===== src/rtl/dmem_arbiter.sv =====
// dmem_arbiter: round-robin core/host arbiter for one data-memory port.
// Define DMEM_ARB_STATS_EN to add the saturating conflict_cnt output.
module dmem_arbiter #(
  parameter int AW = 8,
  parameter int DW = 8
) (
  input  logic          clk,
  input  logic          reset,
  input  logic          core_req,
  input  logic          core_we,
  input  logic [AW-1:0] core_addr,
  input  logic [DW-1:0] core_wdata,
  output logic          core_gnt,
  output logic          core_rvalid,
  output logic [DW-1:0] core_rdata,
  input  logic          host_req,
  input  logic          host_we,
  input  logic [AW-1:0] host_addr,
  input  logic [DW-1:0] host_wdata,
  output logic          host_gnt,
  output logic          host_rvalid,
  output logic [DW-1:0] host_rdata,
  output logic          mem_wr_en,
  output logic [AW-1:0] mem_addr,
  output logic [DW-1:0] mem_dat_in,
  input  logic [DW-1:0] mem_dat_out,
  output logic          busy
`ifdef DMEM_ARB_STATS_EN
  ,
  output logic [7:0]    conflict_cnt
`endif
);

  localparam logic [1:0] IDLE  = 2'd0;
  localparam logic [1:0] ACC_C = 2'd1;
  localparam logic [1:0] ACC_H = 2'd2;
  localparam logic [1:0] RESP  = 2'd3;

  logic [1:0]    state;
  logic [1:0]    state_d;
  logic          last_host;
  logic          lat_we;
  logic [AW-1:0] lat_addr;
  logic [DW-1:0] lat_wdata;
  logic          in_acc;
  logic          eff_c;
  logic          eff_h;
  logic          pend;
  logic          pick_h;

  assign core_gnt = (state == ACC_C);
  assign host_gnt = (state == ACC_H);
  assign in_acc   = core_gnt | host_gnt;
  assign busy     = (state != IDLE);

  // The port being granted this cycle may still hold req; ignore it.
  assign eff_c  = core_req & ~core_gnt;
  assign eff_h  = host_req & ~host_gnt;
  assign pend   = eff_c | eff_h;
  assign pick_h = eff_h & ~(eff_c & last_host);

  assign mem_wr_en  = in_acc & lat_we;
  assign mem_addr   = lat_addr;
  assign mem_dat_in = lat_wdata;

  always_comb begin
    state_d = IDLE;
    priority case (1'b1)
      pend:             state_d = pick_h ? ACC_H : ACC_C;
      in_acc & ~lat_we: state_d = RESP;
      default:          state_d = IDLE;
    endcase
  end

  always_ff @(posedge clk or posedge reset) begin
    if (reset) begin
      state     <= IDLE;
      last_host <= 1'b1;
      lat_we    <= 1'b0;
      lat_addr  <= '0;
      lat_wdata <= '0;
    end else begin
      state <= state_d;
      if (pend) begin
        last_host <= pick_h;
        lat_we    <= pick_h ? host_we    : core_we;
        lat_addr  <= pick_h ? host_addr  : core_addr;
        lat_wdata <= pick_h ? host_wdata : core_wdata;
      end
    end
  end

  always_ff @(posedge clk or posedge reset) begin
    if (reset) begin
      core_rvalid <= 1'b0;
      host_rvalid <= 1'b0;
      core_rdata  <= '0;
      host_rdata  <= '0;
    end else begin
      core_rvalid <= core_gnt & ~lat_we;
      host_rvalid <= host_gnt & ~lat_we;
      if (core_gnt & ~lat_we)
        core_rdata <= mem_dat_out;
      if (host_gnt & ~lat_we)
        host_rdata <= mem_dat_out;
    end
  end

`ifdef DMEM_ARB_STATS_EN
  always_ff @(posedge clk or posedge reset) begin
    if (reset)
      conflict_cnt <= 8'd0;
    else if (eff_c & eff_h & (conflict_cnt != 8'hFF))
      conflict_cnt <= conflict_cnt + 8'd1;
  end
`endif

endmodule

===== config.mk =====
export PLATFORM = sky130hd
export DESIGN_NAME = dmem_arbiter
export DESIGN_NICKNAME = d
export VERILOG_FILES = /design/src/rtl/dmem_arbiter.sv
export SDC_FILE = /design/constraint.sdc
export NUM_CORES = 1
export LEC_CHECK = 0
export BUFFER_PORTS_ARGS = -buffer_cell sky130_fd_sc_hd__buf_4
export CORE_ASPECT_RATIO = 1.25
export CORE_MARGIN = 10
export CORE_UTILIZATION = 41
export DETAILED_ROUTE_END_ITERATION = 6
export PLACE_DENSITY = 0.81
export SLEW_MARGIN = 20
export SYNTH_ARGS = -nofsm -noshare
export SYNTH_HDL_FRONTEND = slang
export SYNTH_SLANG_ARGS = --single-unit
export TNS_END_PERCENT = 30

===== constraint.sdc =====
create_clock -name clk -period 1.7 [get_ports clk]
set_clock_uncertainty 0.1 [all_clocks]
set_input_delay 0.34 -clock clk [delete_from_list [all_inputs] [get_ports clk]]
set_output_delay 0.34 -clock clk [all_outputs]
set_load 0.01 [all_outputs]

# After elaboration in Yosys (flattened, before gate mapping)
# Cells that the tools add are included.
# classes
eq_ne	2
muxes	6
bitwise_logic	14
reduce_logical	1
# op_table
operator	count
$mux 8	2
$and 1x1->1	8
$mux 2	3
$not 1->1	4
$eq 2x1->1 const B	1
$eq 2x2->1 const B	1
$or 1x1->1	2
$reduce_bool 2->1	1
$mux 1	1
# word_totals
regBits	38
inputBits	46
output_inout_bits	38
word_cells	32

# Logic depth before layout (Yosys ltp)
# depth
ltp_word	8
mapped_depth	7
depth_no_buf	5

# Worst setup path before layout
# No wires, ideal clock.
# synth_timing
path_kind	register to register
from	register state[0]
to	register lat_addr[0], in the netlist mem_addr[0]
setup_time_ns	0.126
t_arrival_ns	1.484
required_time_ns	1.474
path_slack_ns	-0.010
path_stages_with_launch	8
path_buffers	2
synth_period_minus_slack_ns	1.710
path_cell_list	dfrtp_1 > inv_1 > ha_1 > nand2b_4 > o21a_1 > buf_6 > buf_6 > a221o_1
# synth_via
word_cells_on_any_way	11
classes_between	eq/ne (2); mux (1); bitwise (8)
# synth_rtl
element	line	rtl
start: declaration	39	logic [1:0] state;
start signal: assignment	83	state <= state_d;
$eq 2x2->1 *	52	assign host_gnt = (state == ACC_H);
net host_gnt	20	output logic host_gnt,
$not 1->1 *	58	assign eff_h = host_req & ~host_gnt;
$and 1x1->1 *	58	
$and 1x1->1	60	assign pick_h = eff_h & ~(eff_c & last_host);
$mux 8	87	lat_addr <= pick_h ? host_addr : core_addr;
end signal: assignment	87	
end: declaration	43	logic [AW-1:0] lat_addr;
# Mark *: on every way through the listed nets, which the timed path passes. The rest lies on a longest branch.
# A chain may end at the register's enable or synchronous reset.

# Worst setup path after layout
# layout_timing
from	register state[1]
to	output port mem_wr_en
# layout_via
elab_chain_cells	3
word_cells_on_any_way	4
classes_between	eq/ne (2); bitwise (2)
# layout_lines
element	line	rtl
$eq 2x1->1 / $eq 2x2->1 (equally long branches)	51, 52	
$or 1x1->1 *	53	assign in_acc = core_gnt | host_gnt;
$and 1x1->1 *	62	assign mem_wr_en = in_acc & lat_we;
end: declaration	23	output logic mem_wr_en,
# Every way passes the cells marked *; elsewhere a longest branch is shown, timed or not.

==> run_results.csv <==
group,metric,value,unit
outcome,status,"finished clean",
place,port_buffers,83,
hold_path,hp-class,"primary input to async pin",
global_route,grt_pass1_vias,1515,
detailed_routing,routedWlPerCell,16.66,microns
cells_and_area,final_cell_mix,"91 x buf_4, 37 x dfrtp_1, 17 x nor3b_1, 17 x a221o_1, 16 x mux2_2",
power_and_ir_drop,power,0.004718,W
synth,synth_top_cell_area_share,0.5527,
cells_and_area,fin_nets,262,
run,cap_viol_max_count,0,
clocking,cts_sinks,38,
floorplan,fp.dieArea,7059,sq um
cells_and_area,utilization,0.6594,
detailed_routing,postRouteAntennaNets,0,
critical_path,cpPeakStageDelay,0.40,ns
critical_path,rrSetupSlack,0.03,ns
synth,syn_area,1675,sq um
clocking,clk_path_buf_depth,2,
sta,slew_violations,0,
cells_and_area,drive_gt1_frac,0.6150,
critical_path,start_kind,"flop",
critical_path,path_delay_family,"flip-flops",
critical_path,cp.arrival,1.25,ns
detailed_routing,drt-total-wl,4448,microns
synth,ys_warn_count,0,
detailed_routing,drt_iter0_drc,19,
power_and_ir_drop,p_leak,1.234,nW
detailed_routing,vias,1324,
floorplan,initial_core_util,0.4319,
synth,synthFlopType,"dfrtp_1",
global_route,grt_max_degree,39,
synth,syn_area_per_cell,14.08,sq um
critical_path,crit_buf_inv,2,
sta,setup_viol,0,
critical_path,cp_num_cells,4,
synth,synth-edff-count,0,
place,pre_cts_ws,0.007750,ns
clocking,path_clk_slew,0.07,ns
place,gp_congestion,0.7193,
floorplan,rows,25,
critical_path,timing.rr.end,"mem_dat_in[3]$_DFFE_PP0P_",
sta,hold_viol,0,
cells_and_area,diodes,0,
synth,synth_nets,169,
cells_and_area,area_growth,52.65,%
clocking,cts_buffers,5,
clocking,clk_latency,0.29,ns
floorplan,ios,84,
synth,yosysSeqAreaShare,0.5683,
critical_path,reg2regPathDepth,6,
global_route,grt_pass1_wl,7424,microns
synth,ys_types,20,
synth,synth_largest_area_cell,"dfrtp_1",
critical_path,end_kind,"output pin",
global_route,overflow,0,
critical_path,critical-path-slowest-cell,"dfrtp_1",
sta,rsz0062_at_grt,"true",
sta,finalCritPeriodShare,0.9918,
place,dpl.cell_count,259,
power_and_ir_drop,peakVddDrop,0.0008399,V
clocking,cts_hold_buf,0,
sta,timing.final.ws_setup,0.01386,ns
detailed_routing,vias_per_cell,4.959,
critical_path,crit_chain,"inv_2, ha_4, and2_4, buf_6",
critical_path,reg2reg_from,"state[1]$_DFF_PP0_",
detailed_routing,dr.pass1.iters,4,
synth,synth_seq_cells,38,
place,dp_hpwl,3570,microns
synth,syn-instance-count,119,
critical_path,path_max_fanout,3,
sta,tightest_slew,0.4776,ns
cells_and_area,mostFrequentLayoutCell,"buf_4",
clocking,tritoncts,"done",
clocking,htree_levels,2,
sta,fin_crit,1.686,ns
critical_path,critPathRequiredTime,1.26,ns
synth,postSynth.asyncResetShare,1.000,
detailed_routing,drc_errors,0,
sta,clock.fmax,0.5931,GHz
global_route,antenna_found_initial,0,
clocking,cts_root_buf,"clkbuf_8",
critical_path,worst-setup-path-type,"flop to output pin",
power_and_ir_drop,power_density,1845,nW/um^2
sta,slew_headroom,0.6816,
clocking,post-cts-setup-buffers,0,
global_route,globalRouteTotalUtil,0.1282,
cells_and_area,instances_no_fill,267,
floorplan,die_w,77.18,microns
floorplan,core-area,3879,sq um
synth,synth_area_leaders,"dfrtp_1 55%, mux2_2 11%, a221o_1 10%",
floorplan,die_y,91.47,microns
-- state kept, by name, summed over array words and instances (netlist names) --
signal       cells
last_host        1
core_rvalid      1
mem_addr         8
mem_dat_in       8
core_rdata       8
host_rvalid      1
state            2
lat_we           1
host_rdata       8
-- final cells by class --
| cell class | count | area [sq um] |
|---|---|---|
| clock buffers | 8 | 110.1 |
| fillers | 345 | 1321 |
| inverters | 5 | 18.77 |
| multi-input cells | 67 | 654.4 |
| flip-flops and latches | 38 | 952.2 |
| well taps | 54 | 67.56 |
| repair buffers | 95 | 754.5 |
-- how the worst max path moves through the flow --
| stage | startpoint | end |
|---|---|---|
| 6_report | state[1]$_DFF_PP0_ | mem_wr_en |
| 3_5_place_dp | state[1]$_DFF_PP0_ | mem_dat_in[3]$_DFFE_PP0P_ |
| 3_3_place_gp | state[1]$_DFF_PP0_ | mem_addr[0]$_DFFE_PP0P_ |
| 2_1_floorplan | state[1]$_DFF_PP0_ | state[0]$_DFF_PP0_ |
| 5_1_grt | state[0]$_DFF_PP0_ | mem_wr_en |
| 4_1_cts | state[1]$_DFF_PP0_ | mem_wr_en |
-- worst reg2reg max path: stages (launching register included) --
cell and delay (ns):
dfrtp_1 0.40, inv_2 0.07, ha_2 0.20, nor2b_4 0.18
a21oi_2 0.09, buf_12 0.16, a221o_1 0.36
-- routing by layer --
layer  global-route usage  vias up  wire [microns]
li1                     -      626               -
met1               0.1425      615            1860
met2               0.2011       79            1966
met3              0.06903        4             577
met4              0.05030        0              44
met5                    0        -               0
-- where the power goes --
group	internal (W)	switching [W]
clock network	0.000409	0.000294
registers	0.00137	0.000242
logic	0.00141	0.000995
-- synth_stat cells (2+ instances only) --
cell type	count
nor2b_1	2
inv_1	5
buf_2	4
mux2_2	16
ha_1	4
dfrtp_1	37
nor3b_1	17
a221o_1	17
buf_6	4
nand2b_1	3
-- cells by family after synthesis --
kind of cell / share of synthesized area
compound gates: 0.1143
buf+inv: 0.05452
flops: 0.5683
simple gates: 0.1255
mux: 0.1075
fa+ha+maj: 0.02987
-- through the flow --
| step | TNS [ns] | cell area, sq um | hold slack [ns] |
|---|---|---|---|
| 2_1_floorplan | 0 | 1678 | 0.3854 |
| 3_3_place_gp | 0 | 2424 | 0.3797 |
| 3_5_place_dp | 0 | 2424 | 0.3830 |
| 4_1_cts | -0.002761 | 2557 | 0.06703 |
| 5_1_grt | -0.4613 | 2557 | 0.1223 |
| 6_report | 0 | 2557 | 0.05715 |
-- repair_timing --
action                     in CTS  in global routing
setup endpoints to repair       3                 19
pin swaps                       1                  2
resized for setup               7                  0
Note: power is estimated with default switching activity, not from simulation.
